File: src/rtl/jpc_fetch_if.sv
// jpc_fetch_if: the fetch stage's two handshakes bundled together.
//   Instruction-memory read channel:
//     imem_req_O, imem_addr_O    request strobe and address (fetch -> memory)
//     imem_rvalid_I, imem_rdata_I  read response (memory -> fetch)
//   Decode channel:
//     instr_valid_O, instr_O, instr_pc_O   fetched word and its PC (fetch -> decode)
//     instr_ready_I                        decode accepts this cycle (decode -> fetch)
// The master modport is the fetch stage. The slave modport is the memory/decode side.
interface jpc_fetch_if #(
  parameter int unsigned ADDR_WIDTH = 32,
  parameter int unsigned DATA_WIDTH = 32
);
  logic                  imem_req_O;
  logic [ADDR_WIDTH-1:0] imem_addr_O;
  logic                  imem_rvalid_I;
  logic [DATA_WIDTH-1:0] imem_rdata_I;
  logic                  instr_valid_O;
  logic [DATA_WIDTH-1:0] instr_O;
  logic [ADDR_WIDTH-1:0] instr_pc_O;
  logic                  instr_ready_I;

  modport master (
    output imem_req_O, imem_addr_O, instr_valid_O, instr_O, instr_pc_O,
    input  imem_rvalid_I, imem_rdata_I, instr_ready_I
  );

  modport slave (
    input  imem_req_O, imem_addr_O, instr_valid_O, instr_O, instr_pc_O,
    output imem_rvalid_I, imem_rdata_I, instr_ready_I
  );
endinterface

File: src/rtl/jpc_fetch.sv
// jpc_fetch: instruction fetch stage located after the PC register.
// It issues one memory read per PC value and allows one outstanding request.
// It hands each fetched word to decode over a valid/ready handshake.
// It also drives next_pc_O/pc_enable_O, which advance the PC register by +4
// or move it to a redirect target from execute.
// Ports:
//   clk, rst       clock; synchronous active-high reset
//   pc_I           current PC (from the PC register)
//   next_pc_O      next PC value (combinational)
//   pc_enable_O    PC update strobe (combinational)
//   redirect_I     taken branch/jump pulse; redirect_pc_I is its target
//   bus            memory read channel + decode channel (master side)
`ifndef JPC_ADDRESS_WIDTH
`define JPC_ADDRESS_WIDTH 32
`endif

module jpc_fetch #(
  parameter int unsigned ADDR_WIDTH = `JPC_ADDRESS_WIDTH,
  parameter int unsigned DATA_WIDTH = 32
) (
  input  logic                  clk,
  input  logic                  rst,
  input  logic [ADDR_WIDTH-1:0] pc_I,
  output logic [ADDR_WIDTH-1:0] next_pc_O,
  output logic                  pc_enable_O,
  input  logic                  redirect_I,
  input  logic [ADDR_WIDTH-1:0] redirect_pc_I,
  jpc_fetch_if.master           bus
);

  typedef enum logic [1:0] {S_REQ, S_WAIT, S_HOLD, S_DRAIN} state_t;

  localparam logic [ADDR_WIDTH-1:0] PC_STEP    = ADDR_WIDTH'(4);
  localparam logic [ADDR_WIDTH-1:0] ALIGN_MASK = ~ADDR_WIDTH'(3);

  state_t                state_q, state_d;
  logic                  valid_q, valid_d;
  logic [DATA_WIDTH-1:0] instr_q, instr_d;
  logic [ADDR_WIDTH-1:0] instr_pc_q, instr_pc_d;
  logic [DATA_WIDTH-1:0] skid_data_q, skid_data_d;
  logic [ADDR_WIDTH-1:0] skid_pc_q, skid_pc_d;

  logic out_free;
  logic deliver;
  logic from_skid;
  logic req;

  always_comb begin
    state_d     = state_q;
    valid_d     = valid_q;
    instr_d     = instr_q;
    instr_pc_d  = instr_pc_q;
    skid_data_d = skid_data_q;
    skid_pc_d   = skid_pc_q;
    deliver     = 1'b0;
    from_skid   = 1'b0;
    req         = 1'b0;
    out_free    = !valid_q || bus.instr_ready_I;

    case (state_q)
      S_REQ: begin
        if (!redirect_I) begin
          req     = 1'b1;
          state_d = S_WAIT;
        end
      end
      S_WAIT: begin
        if (redirect_I) begin
          // If the response has not arrived yet, it is still in flight. Drain it before issuing a new request.
          state_d = bus.imem_rvalid_I ? S_REQ : S_DRAIN;
        end else if (bus.imem_rvalid_I) begin
          if (out_free) begin
            deliver = 1'b1;
            state_d = S_REQ;
          end else begin
            skid_data_d = bus.imem_rdata_I;
            skid_pc_d   = pc_I;
            state_d     = S_HOLD;
          end
        end
      end
      S_HOLD: begin
        if (redirect_I) begin
          state_d = S_REQ;
        end else if (out_free) begin
          deliver   = 1'b1;
          from_skid = 1'b1;
          state_d   = S_REQ;
        end
      end
      S_DRAIN: begin
        // A redirect here only retargets the PC. The stale response must still be absorbed.
        if (bus.imem_rvalid_I) state_d = S_REQ;
      end
      default: state_d = S_REQ;
    endcase

    if (redirect_I) begin
      valid_d     = 1'b0;
      skid_data_d = '0;
      skid_pc_d   = '0;
    end else if (deliver) begin
      valid_d    = 1'b1;
      instr_d    = from_skid ? skid_data_q : bus.imem_rdata_I;
      instr_pc_d = from_skid ? skid_pc_q   : pc_I;
    end else if (valid_q && bus.instr_ready_I) begin
      valid_d = 1'b0;
    end
  end

  always_ff @(posedge clk) begin
    if (rst) begin
      state_q     <= S_REQ;
      valid_q     <= 1'b0;
      instr_q     <= '0;
      instr_pc_q  <= '0;
      skid_data_q <= '0;
      skid_pc_q   <= '0;
    end else begin
      state_q     <= state_d;
      valid_q     <= valid_d;
      instr_q     <= instr_d;
      instr_pc_q  <= instr_pc_d;
      skid_data_q <= skid_data_d;
      skid_pc_q   <= skid_pc_d;
    end
  end

  always_comb begin
    next_pc_O   = '0;
    pc_enable_O = 1'b0;
    if (!rst) begin
      next_pc_O   = redirect_I ? (redirect_pc_I & ALIGN_MASK) : (pc_I + PC_STEP);
      pc_enable_O = redirect_I || deliver;
    end
  end

  assign bus.imem_req_O    = req && !rst;
  assign bus.imem_addr_O   = pc_I;
  assign bus.instr_valid_O = valid_q;
  assign bus.instr_O       = instr_q;
  assign bus.instr_pc_O    = instr_pc_q;

endmodule

File: src/flat_wrapper.sv
// flat-port wrapper written by rule: the top's interface ports become plain ports
module jpc_fetch_flat 
#(
  parameter int unsigned ADDR_WIDTH = `JPC_ADDRESS_WIDTH,
  parameter int unsigned DATA_WIDTH = 32
)
  (clk, rst, pc_I, next_pc_O, pc_enable_O, redirect_I, redirect_pc_I, bus_imem_req_O, bus_imem_addr_O, bus_instr_valid_O, bus_instr_O, bus_instr_pc_O, bus_imem_rvalid_I, bus_imem_rdata_I, bus_instr_ready_I);
  jpc_fetch_if #(.ADDR_WIDTH(ADDR_WIDTH), .DATA_WIDTH(DATA_WIDTH)) bus_i ();
  input  logic clk;
  input  logic rst;
  input  logic [ADDR_WIDTH-1:0] pc_I;
  output logic [ADDR_WIDTH-1:0] next_pc_O;
  output logic pc_enable_O;
  input  logic redirect_I;
  input  logic [ADDR_WIDTH-1:0] redirect_pc_I;
  output wire logic [$bits(bus_i.imem_req_O)-1:0] bus_imem_req_O;
  output wire logic [$bits(bus_i.imem_addr_O)-1:0] bus_imem_addr_O;
  output wire logic [$bits(bus_i.instr_valid_O)-1:0] bus_instr_valid_O;
  output wire logic [$bits(bus_i.instr_O)-1:0] bus_instr_O;
  output wire logic [$bits(bus_i.instr_pc_O)-1:0] bus_instr_pc_O;
  input wire logic [$bits(bus_i.imem_rvalid_I)-1:0] bus_imem_rvalid_I;
  input wire logic [$bits(bus_i.imem_rdata_I)-1:0] bus_imem_rdata_I;
  input wire logic [$bits(bus_i.instr_ready_I)-1:0] bus_instr_ready_I;
  assign bus_imem_req_O = bus_i.imem_req_O;
  assign bus_imem_addr_O = bus_i.imem_addr_O;
  assign bus_instr_valid_O = bus_i.instr_valid_O;
  assign bus_instr_O = bus_i.instr_O;
  assign bus_instr_pc_O = bus_i.instr_pc_O;
  assign bus_i.imem_rvalid_I = bus_imem_rvalid_I;
  assign bus_i.imem_rdata_I = bus_imem_rdata_I;
  assign bus_i.instr_ready_I = bus_instr_ready_I;
  jpc_fetch #(.ADDR_WIDTH(ADDR_WIDTH), .DATA_WIDTH(DATA_WIDTH)) u_core (.clk(clk), .rst(rst), .pc_I(pc_I), .next_pc_O(next_pc_O), .pc_enable_O(pc_enable_O), .redirect_I(redirect_I), .redirect_pc_I(redirect_pc_I), .bus(bus_i));
endmodule
File: config.mk
export PLATFORM = sky130hd
export DESIGN_NAME = jpc_fetch_flat
export DESIGN_NICKNAME = d
export VERILOG_FILES = /design/src/rtl/jpc_fetch_if.sv /design/src/rtl/jpc_fetch.sv /design/src/flat_wrapper.sv
export SDC_FILE = /design/constraint.sdc
export NUM_CORES = 1
export LEC_CHECK = 0
export ABC_AREA = 1
export CAP_MARGIN = 10
export CORE_ASPECT_RATIO = 1.2
export CORE_MARGIN = 10
export CORE_UTILIZATION = 45
export DETAILED_ROUTE_END_ITERATION = 10
export GPL_TIMING_DRIVEN = 0
export MAX_ROUTING_LAYER = met4
export PLACE_DENSITY = 0.78
export SLEW_MARGIN = 15
export SYNTH_ARGS = -nofsm -noshare
export SYNTH_HDL_FRONTEND = slang
export SYNTH_SLANG_ARGS = --single-unit
File: constraint.sdc
create_clock -name clk -period 2.7 [get_ports clk]
set_clock_uncertainty 0.1 [all_clocks]
set_input_delay 0.27 -clock clk [delete_from_list [all_inputs] [get_ports clk]]
set_output_delay 0.27 -clock clk [all_outputs]
set_load 0.1 [all_outputs]
# After elaboration in Yosys (flattened, before gate mapping)
# Cells that the tools add are included.
[classes]
n_addsub = 1
eq_ne = 7
muxes = 24
bitwise = 2
n_reduce_logical = 12
[op_table]
columns = ["operator", "n"]
rows = [
  ["$mux 32", 4],
  ["$add 32x3->32 const B", 1],
  ["$mux 2", 8],
  ["$mux 1", 10],
  ["$pmux 2 s4", 1],
  ["$eq 2x2->1 const B", 2],
  ["$ne 2x2->1 const B", 2],
  ["$reduce_and 4->1", 1],
  ["$ne 3x2->1 const B", 1],
  ["$ne 3x3->1 const B", 1],
  ["$reduce_and 3->1", 1],
  ["$eq 2x1->1 const B", 1],
  ["$logic_and 1x1->1", 2],
  ["$logic_not 1->1", 2],
  ["$logic_not 2->1", 1],
  ["$logic_or 1x1->1", 2],
  ["$not 1->1", 2],
  ["$pmux 1 s2", 1],
  ["$reduce_and 2->1", 1],
  ["$reduce_bool 2->1", 1],
  ["$reduce_or 2->1", 1],
]
[totals]
ff_bits = 131
out_inout_bits = 131
word_cells = 52

# Depth between registers and ports, before layout
[logic_depth]
word_depth = 8
mapped_depth = 10

# Worst setup path after synthesis
# OpenSTA, ideal clock, no wires.
[synth_path]
kind = "flip-flop to output port"
from = "register u_core.valid_q, in the netlist u_core.bus.instr_valid_O"
to = "output pc_enable_O"
t_arrival_ns = 2.683
required_time_ns = 2.330
path_slack_ns = -0.353
path_stages_with_launch = 10
cell_sequence = "dfxtp_1 > inv_1 > nor2_2 > inv_2 > nand2_4 > nor2_2 > buf_6 > buf_6 > nor2_1 > nor2_1"
[synth_between]
elab_chain_len = 8
elab_cells_between_ends = 9
cone_classes = "mux: 6; reduce/logical: 3"
[synth_lines]
columns = ["element", "line", "text"]
rows = [
  ["start: declaration", "jpc_fetch.sv:37", "logic valid_q, valid_d;"],
  ["start signal: assignment", "jpc_fetch.sv:121", "valid_q <= valid_d;"],
  ["$logic_not 1->1 (*)", "jpc_fetch.sv:58", "out_free = !valid_q || bus.instr_ready_I;"],
  ["$logic_or 1x1->1 (*)", "jpc_fetch.sv:58", ""],
  ["$mux 1 (*)", "jpc_fetch.sv:72, jpc_fetch.sv:85", ""],
  ["$mux 1", "jpc_fetch.sv:71", "end else if (bus.imem_rvalid_I) begin"],
  ["$mux 1", "jpc_fetch.sv:68", "if (redirect_I) begin"],
  ["$pmux 1 s2 (*)", "jpc_fetch.sv:60", "case (state_q)"],
  ["$logic_or 1x1->1 (*)", "jpc_fetch.sv:134", "pc_enable_O = redirect_I || deliver;"],
  ["$mux 1 (*)", "jpc_fetch.sv:132", "if (!rst) begin"],
  ["end: declaration", "flat_wrapper.sv:13", "output logic pc_enable_O;"],
]
# Every way passes the cells marked *; elsewhere a longest branch is shown, timed or not.

# Worst setup path after layout
[layout_path]
from = "input pc_I[19]"
to = "output bus_imem_addr_O[19]"
[layout_rtl]
columns = ["element", "line", "text"]
rows = [
  ["start: declaration", "flat_wrapper.sv:11", "input logic [ADDR_WIDTH-1:0] pc_I;"],
  ["end: declaration", "flat_wrapper.sv:17", "output wire logic [$bits(bus_i.imem_addr_O)-1:0] bus_imem_addr_O;"],
]
# No word-level cell between the ends.

==> impl_metrics.py <==
metrics = {
    "floorplan": {
        "num_rows": 48,
        "die_w_microns": 131,
        "start_util": 0.459,
        "coreArea_sq_um": 14400,
        "ioPinCount": 232,
        "design.die.area_sq_um": 20000,
        "die_h_microns": 153,
    },
    "drt": {
        "dr.pass1.iters": 5,
        "wl_per_cell_microns": 18.8,
        "ant_nets": 0,
        "via_count": 7457,
        "drt-initial-drc-count": 560,
        "drt-vias-per-instance": 5.41,
        "drc": 0,
        "routed_wl_microns": 25900,
    },
    "place": {
        "port-buffer-count": 226,
        "place.gp.congestion": 0.936,
        "dp_hpwl_microns": 19500,
    },
    "cells_and_area": {
        "fin_util": 0.672,
        "final_net_count": 1297,
        "final_common_cell": "clkdlybuf4s50_1",
        "area_growth_pct": 46.6,
        "drive_gt1_frac": 0.136,
        "fillerInstances": 1303,
        "final_cell_mix": "clkdlybuf4s50_1 (186), nor2_1 (173), dfxtp_1 (131), o21ai_0 (124), nand2_1 (104)",
    },
    "timing": {
        "worst_slew_pin_slew_ns": 1.05,
        "hold_violations": 0,
        "min_period_ns": 2.62,
        "maxSlewViolCount": 0,
        "relSlewSlack": 0.295,
        "min_period_over_period": 0.970,
        "setup_tns_ns": 0,
        "holdWs_ns": 0.0532,
        "setup_viol": 0,
        "rsz0062_at_grt": "no",
        "clock.fmax_mhz": 382,
    },
    "critical_path": {
        "r2r_end": "u_core.bus.instr_O[2]",
        "crit_path_end_kind": "output pin",
        "slowest_delay_ns": 1.12,
        "criticalPathCategory": "input port to output pin",
        "cp-start-kind": "input port",
        "crit_top_cell": "clkdlybuf4s50_1",
        "worst-r2r-cell-count": 7,
        "required_ns": 2.33,
        "cp_cell_sequence": "clkdlybuf4s50_1 -> buf_4 -> clkdlybuf4s50_1",
        "r2r-start": "u_core.state_q[0]",
        "cp_max_fo": 7,
        "cp_top_family": "buffers and inverters",
        "crit_slowest_cell": "clkdlybuf4s50_1",
        "reg2reg_slack_ns": 0.69,
        "arrival_ns": 2.25,
        "worstPathBufferInverterCount": 3,
    },
    "logic_synthesis": {
        "yosysSeqAreaShare": 0.397,
        "syn_nets": 1050,
        "yosysUniqueCellTypes": 29,
        "synth_warnings": 0,
        "syn_inst": 943,
        "ys_ff_latch": 131,
        "netlist_area_sq_um": 6610,
        "syn_area_per_cell_sq_um": 7.01,
    },
    "cts": {
        "cts_made_buffers": 17,
        "cts_tree": "built",
        "clk_pin_slew_worst_paths_ns": 0.06,
        "cts_htree_levels": 4,
        "hold_buffers": 0,
        "root_buffer": "clkbuf_16",
        "cts.sinks": 131,
        "cts.path.max_buffers": 2,
        "insertion_delay_ns": 0.42,
    },
    "global_route": {
        "grt_pass1_wl_microns": 39900,
        "antenna_found_initial": 1,
        "grt_max_degree": 17,
        "grt-ovfl-total": 0,
        "track_usage": 0.261,
        "grt_pass1_vias": 7478,
    },
    "run": {
        "cap_viol_max_count": 0,
    },
    "power": {
        "vdd_drop_max_mv": 0.500,
        "fin_total_pwr_w": 0.00674,
        "leakagePower_nw": 4.17,
        "power.density_nw_per_um2": 695,
    },
    "outcome": {
        "outcome": "completed",
    },
    "hold_path": {
        "hold-path-cell-count": 3,
        "hp-class": "input port to register",
        "hp-start": "pc_I[4]",
        "hold_end": "u_core.skid_pc_q[4]",
    },
}
==> tightest hold or removal path, cell delays in order <==
cell    delay (ns)
buf_4         0.13
nor2_1        0.05
nor2_1        0.08
==> flip-flops by register name, summed over array words and instances, names as in the netlist <==
name / cells
u_core.bus.instr_O: 32
u_core.bus.instr_pc_O: 32
u_core.skid_data_q: 32
u_core.skid_pc_q: 32
u_core.state_q: 2
u_core.bus.instr_valid_O: 1
==> layer usage <==
metal	vias up	track usage	wire, microns	share of wire
li1	3625	-	-	-
met1	3458	0.294	10400	0.40
met2	311	0.411	12200	0.47
met3	63	0.0856	2400	0.093
met4	0	0.112	886	0.034
met5	-	-	0	0
==> area by class of cell <==
| cell class | instances | area (sq um) | share of cell area |
|---|---|---|---|
| diodes | 1 | 2.50 | 0.000258 |
| plain buffers | 97 | 586 | 0.0604 |
| clock buffers | 17 | 425 | 0.0439 |
| clock inverters | 15 | 175 | 0.0181 |
| inverters | 57 | 216 | 0.0223 |
| multi-input cells | 658 | 3210 | 0.331 |
| flip-flops and latches | 131 | 2620 | 0.271 |
| well taps | 175 | 219 | 0.0226 |
| repair buffers | 228 | 2240 | 0.231 |
==> metrics by stage <==
step / setup WS (ns) / cell area, sq um / cells
global placement: -1.02 / 9110 / 1344
CTS: 0.000275 / 9620 / 1376
global route: 0.000476 / 9690 / 1379
floorplan: 0.00817 / 6630 / 943
detailed placement: -1.02 / 9110 / 1344
finish: 0.0808 / 9690 / 1379
==> power by group <==
group	switching (W)	internal, W
clock	0.000964	0.00139
combinational	0.00170	0.000603
sequential	0.0000525	0.00203
total	0.00271	0.00402
==> Yosys cell counts <==
| library cell | number | area (sq um) |
|---|---|---|
| inv_2 | 5 | 18.8 |
| nand3_1 | 29 | 145 |
| nand2_4 | 2 | 22.5 |
| o21ai_1 | 20 | 100 |
| xnor2_1 | 4 | 35.0 |
| xor2_1 | 5 | 43.8 |
| nor2_2 | 9 | 56.3 |
| o21bai_1 | 1 | 7.51 |
| buf_6 | 7 | 78.8 |
| a211oi_1 | 4 | 30.0 |
| ha_1 | 6 | 75.1 |
| or2_0 | 3 | 18.8 |
| a21oi_1 | 95 | 475 |
| buf_4 | 37 | 278 |
| nand2_2 | 2 | 12.5 |
| buf_1 | 2 | 7.51 |
| inv_1 | 51 | 191 |
| nor2_1 | 176 | 661 |
| and2_1 | 3 | 18.8 |
| o21ai_0 | 124 | 621 |
| buf_2 | 24 | 120 |
| inv_4 | 1 | 6.26 |
| nand2_1 | 104 | 390 |
| a31oi_1 | 1 | 6.26 |
| nand3_2 | 1 | 10.0 |
| o22ai_1 | 64 | 400 |
| dfxtp_1 | 131 | 2620 |
| clkbuf_1 | 27 | 101 |
| nor2_4 | 5 | 56.3 |
==> worst max path at each step <==
| stage | slack, ns | endpoint | from | depth (start not counted) |
|---|---|---|---|---|
| 2_1_floorplan | 0.008 | next_pc_O[28] | pc_I[2] | 9 |
| 5_1_grt | 0.0005 | bus_imem_req_O | redirect_I | 6 |
| 4_1_cts | 0.0003 | next_pc_O[23] | pc_I[14] | 10 |
| 3_3_place_gp | -1.02 | next_pc_O[28] | pc_I[2] | 11 |
| 6_report | 0.08 | bus_imem_addr_O[19] | pc_I[19] | 3 |
| 3_5_place_dp | -1.02 | next_pc_O[28] | pc_I[2] | 11 |
==> cell families (layout without fill, tap and decap cells) <==
| logic type | Yosys count | after routing | synth area share |
|---|---|---|---|
| adder cells (fa/ha/maj) | 6 | 6 | 0.0114 |
| AND/OR/NAND/NOR | 334 | 334 | 0.210 |
| other | 0 | 1 | 0 |
| buffers and inverters | 154 | 414 | 0.121 |
| AO/OA/AOI/OAI | 309 | 309 | 0.248 |
| XOR/XNOR | 9 | 9 | 0.0119 |
| flip-flops | 131 | 131 | 0.397 |
==> what timing repair did <==
item                                   4_1_cts  5_1_grt
endpoints found under the hold margin        0        0
setup endpoints to repair                   34       19
gates resized for setup                    160       27
setup buffers                                0        2
Note: power is estimated with default switching activity, not from simulation.
==> RTL edit 1, RTL diff (config.mk and constraints unchanged) <==
The macro `JPC_ADDRESS_WIDTH` goes from 32 to 16.
--- a/src/rtl/jpc_fetch.sv
+++ b/src/rtl/jpc_fetch.sv
@@ -11,7 +11,7 @@
 //   redirect_I     taken branch/jump pulse; redirect_pc_I is its target
 //   bus            memory read channel + decode channel (master side)
 `ifndef JPC_ADDRESS_WIDTH
-`define JPC_ADDRESS_WIDTH 32
+`define JPC_ADDRESS_WIDTH 16
 `endif
 
 module jpc_fetch #(
Interface: changed (5 resized); port bits go from 232 to 152. No check against the original RTL was run, so the function may have changed too.
==> RTL edit 1 against the unedited design <==
Area after synthesis is 20% lower; clock power is 41% lower; synthesized cell count is 10% lower; combinational power is 30% lower; highest routed layer unchanged; sequential cell count is 32 lower; total power is 32% lower; worst setup slack better by 0.0042 ns; critical path depth is 4 higher; design area is 25% lower; routed wire length is 41% lower.
==> RTL edit 1: results (changes against the unedited design) <==
status finished, final reports clean (unchanged); hold_sp u_core.skid_data_q[10] (was pc_I[4]); pre-CTS setup slack -0.7029 ns (was -1.016 ns); final layout net count 1080 (was 1297); post-CTS setup repair buffer count 0 (unchanged); routability congestion estimate 0.8447 (was 0.9355); Overall Global Routing Usage 18.47% (was 26.07%); worst skew pair latency 0.35 ns (was 0.42 ns); vias in the first global route 5122 (was 7478); initial antenna violation count 0 (was 1); post-synthesis sequential area ratio 37.54% (was 39.67%); Buffers on Ports 149 (was 226); ant diodes 0 (was 1); Main synth FF type dfxtp_1 (unchanged); R2R setup slack 0.76 ns (was 0.69 ns); root buf cell clkbuf_16 (unchanged); synthesized net count 920 (was 1050); Distinct cells, synth 21 (was 29); top post-synthesis cells by area dfxtp_1, nand2_1, inv_1 (was dfxtp_1, nor2_1, o21ai_0); Hold WC Path Type reg2reg (was in2reg); Placement Cell Area 6972 µm² (was 9107 µm²); RR Startpoint u_core.state_q[0] (unchanged); Worst setup SP type flop (was input pin); worst slew pin tran 1.036 ns (was 1.053 ns); most frequent cells after synthesis nand2_1, inv_1, a21oi_1 (was nor2_1, dfxtp_1, o21ai_0); Worst Hold Depth 2 (was 3); dpl hpwl 11550 µm (was 19510 µm); H-tree levels 3 (was 4); largest net degree at the start of global routing 16 (was 17); RR Endpoint u_core.bus.instr_O[25] (was u_core.bus.instr_O[2]); hold endpoint u_core.skid_data_q[10] (was u_core.skid_pc_q[4]); Reg2Reg Depth 8 (was 7); CTS Buf Count 9 (was 17); asr flop ratio synth 0% (unchanged); DRT iter0 DRCs 323 (was 560); worst-path maximum fanout 10 (was 7); Max VDD drop 0.3177 mV (was 0.4998 mV); clk slew on worst S/H paths ~0.070 ns; leakage power 3.380 nW (was 4.166 nW); routed len/inst 13.17 µm (was 18.80 µm); internal power 0.002808 W (was 0.004022 W); global-route wire length before repair 24740 µm (was 39920 µm); Final Cycle Share 96.85% (was 97.01%); share of layout cells above drive strength 1 8.622% (was 13.63%); vias per inst 4.609 (was 5.408); Ys Warns 0 (unchanged); PostCTS Resize Cnt 60 (was 160); Clock Tree Buf Depth 2 (unchanged); 1st-pass router iterations 6 (was 5); Worst Path Arrival approximately 2.2 ns
[RTL edit 1: routing by layer]
metal	global-route usage (%)	vias up	share of wire, %
met5	-	-	0
met4	6.761	0	2.4
met3	3.422	24	4.8
met2	30.41	152	48
met1	21.96	2361	45
li1	-	2837	-
[RTL edit 1: logic make-up (layout without fill, tap and decap cells)]
family          count (synthesis)  count (layout)  synth area share [%]
buf+inv                       227             391                 19.00
flops                          99              99                 37.54
compound gates                163             163                 15.81
simple gates                  346             346                 25.57
xor+xnor                        4               4                0.6634
fa+ha+maj                       6               6                 1.422
[RTL edit 1: through the flow]
stage | TNS (ns) | hold slack [ns] | total power, W | std cells
floorplan | 0 | 0.3177 | 0.002805 | 845
global placement | -8.028 | 0.3381 | 0.003225 | 1151
detailed placement | -8.185 | 0.3427 | 0.003237 | 1151
CTS | 0 | 0.3527 | 0.004592 | 1166
global route | 0 | 0.3754 | 0.004754 | 1166
finish | 0 | 0.3527 | 0.004573 | 1166
[RTL edit 1: power groups by stage]
stage          Combinational (W)  Sequential (W)  Clock, W
3_5_place_dp             0.00163         0.00161         0
2_1_floorplan           0.000710         0.00210         0
6_report                 0.00162         0.00157   0.00138
4_1_cts                  0.00163         0.00157   0.00139
5_1_grt                  0.00173         0.00158   0.00144
3_3_place_gp             0.00162         0.00160         0
[RTL edit 1: worst max path at each step]
stage | end | cells past startpoint
5_1_grt | pc_enable_O | 7
3_3_place_gp | next_pc_O[10] | 9
4_1_cts | next_pc_O[4] | 6
6_report | pc_enable_O | 7
3_5_place_dp | next_pc_O[10] | 9
2_1_floorplan | next_pc_O[12] | 7
[RTL edit 1: critical path, cell delays in order, from the launching register on]
cell      delay (ns)
dfxtp_1         0.36
inv_1           0.10
ha_1            0.21
buf_4           0.17
o211ai_4        0.36
clkbuf_4        0.31
a21oi_2         0.07
buf_2           0.31
[RTL edit 1: final cells by class]
type | count | area [µm²]
inverter | 166 | 623.1
clock buffer | 11 | 242.7
sequential | 99 | 1982
buffer | 61 | 382.9
clock inverter | 4 | 75.07
multi-input combinational | 519 | 2301
fill | 1122 | 4262
tap | 157 | 196.4
timing repair buffer | 149 | 1449
==> RTL edit 2, RTL diff (same flow settings) <==
Without the edit above. Reset style: asynchronous (`rst`), changed in one clocked block. Comments in the files are not updated.
--- a/src/rtl/jpc_fetch.sv
+++ b/src/rtl/jpc_fetch.sv
@@ -108,7 +108,7 @@
     end
   end
 
-  always_ff @(posedge clk) begin
+  always_ff @(posedge clk or posedge rst) begin
     if (rst) begin
       state_q     <= S_REQ;
       valid_q     <= 1'b0;
Behaviour: differs if rst is asserted again (counterexample within 4 cycles, from zero or initial values and one cycle with rst high); with rst held inactive, the same outputs for 4 cycles.
==> RTL edit 2 against the unedited design <==
Global-route usage is essentially flat; worst setup slack lost 0.0020 ns; sequential cell count is the same; routed wire length grew 6.7%; largest cell class unchanged; first-iteration DRC count grew 27%; area after synthesis grew 11%; design area grew 11%; synthesized cell count grew 6.4%.
Power is not compared: it rests on default switching activity, and its combinational part moved more than twofold at a synthesized area within 25%.
==> RTL edit 2: results (changes against the unedited design) <==
Avg Inst Size Synth 7.301 µm² (was 7.010 µm²); hold_sp pc_I[3] (was pc_I[4]); synthesized net count 1110 (was 1050); Net Sw Power around 0.006 W; DRT iter0 DRCs 709 (was 560); post-synthesis sequential area ratio 44.76% (was 39.67%); most frequent cells after synthesis nand2_1, dfrtp_1, o21ai_0 (was nor2_1, dfxtp_1, o21ai_0); internal power between 0.005 and 0.006 W; Setup crit start rst (was pc_I[19]); Worst Path Arrival 2.25 ns (about the same); worst slew pin tran 1.053 ns (about the same); routability congestion estimate 0.9604 (was 0.9355); worst skew pair latency 0.42 ns (about the same); Main synth FF type dfrtp_1 (was dfxtp_1); asr flop ratio synth 100.0% (was 0%); vias in the first global route 7970 (was 7478); pre-CTS setup slack -1.148 ns (was -1.016 ns); clk slew on worst S/H paths 0.06 ns (about the same); Overall Global Routing Usage 26.03% (was 26.07%); CP max stage cell dlygate4sd2_1 (was clkdlybuf4s50_1); worst-path maximum fanout 10 (was 7); global-route wire length before repair 43520 µm (was 39920 µm); top post-synthesis cells by area dfrtp_1, nand2_1, o21ai_0 (was dfxtp_1, nor2_1, o21ai_0); share of layout cells above drive strength 1 14.01% (was 13.63%); status finished, final reports clean (unchanged); ant diodes 0 (was 1); largest net degree at the start of global routing 71 (was 17); Via Count 7848 (was 7457); CTS Buf Count 17 (unchanged); H-tree levels 4 (unchanged); routed len/inst 18.76 µm (was 18.80 µm); Filler Cells Inserted 1431 (was 1303); leakage power around 5.2 nW; placeable core area 16080 µm² (was 14410 µm²); Buffers on Ports 227 (was 226); initial antenna violation count 0 (was 1); dpl hpwl 20710 µm (was 19510 µm); Max stage delay on crit path 0.86 ns (was 1.12 ns); Distinct cells, synth 26 (was 29); placed insts 1442 (was 1344); RR Startpoint u_core.state_q[1] (was u_core.state_q[0]); Finished Layout Cells 1475 (was 1379)
==> RTL edit 2: metal layers <==
layer	GRT usage [%]	part of all wire, %
met5	-	0
met4	9.845	3.4
met3	6.654	8.4
met2	41.37	48
met1	31.02	40
==> RTL edit 2: path summary, 6_finish.rpt <==
| check | endpoint | slack, ns | cells past startpoint |
|---|---|---|---|
| max | next_pc_O[3] | 0.08 | 5 |
| min in group asynchronous | u_core.skid_data_q[24] | 0.56 | 3 |
| max reg2reg | u_core.bus.instr_pc_O[6] | 0.48 | 11 |
| min | u_core.skid_pc_q[3] | 0.18 | 3 |
| max in group asynchronous | u_core.bus.instr_pc_O[21] | 1.48 | 3 |
| min reg2reg | u_core.bus.instr_O[15] | 0.38 | 2 |
==> RTL edit 2: cell type report <==
type                    instances  area (µm²)  share of cell area [%]
multi-input cells             693        3336                   31.14
clock inverters                14       200.2                   1.869
well taps                     212       265.3                   2.477
clock buffers                  18       439.2                   4.100
repair buffers                229        2285                   21.33
inverters                      89       334.1                   3.119
flip-flops and latches        131        3278                   30.61
plain buffers                  89       573.1                   5.350
==> RTL edit 2: cell families (layout without fill, tap and decap cells) <==
group,Yosys count,in the layout,synth area share [%]
fa+ha+maj,6,6,1.025
compound gates,185,185,14.32
simple gates,500,500,27.63
xor+xnor,2,2,0.2392
flops,131,131,44.76
buf+inv,179,439,12.03
==> RTL edit 2: timing repair <==
item / CTS / global route
hold buffers: 0 / 0
resized for setup: 173 / 26
cloned: 1 / 0
pin swaps: 0 / 2
endpoints found under the setup margin: 34 / 24
endpoints found under the hold margin: 0 / 0
buffers inserted: 0 / 1
==> RTL edit 2: through the flow <==
stage / instance area (µm²) / util [%]
finish: 10710 / 66.60
global route: 10710 / 66.60
CTS: 10660 / 66.27
detailed placement: 9985 / 62.09
global placement: 9981 / 62.07
floorplan: 7443 / -
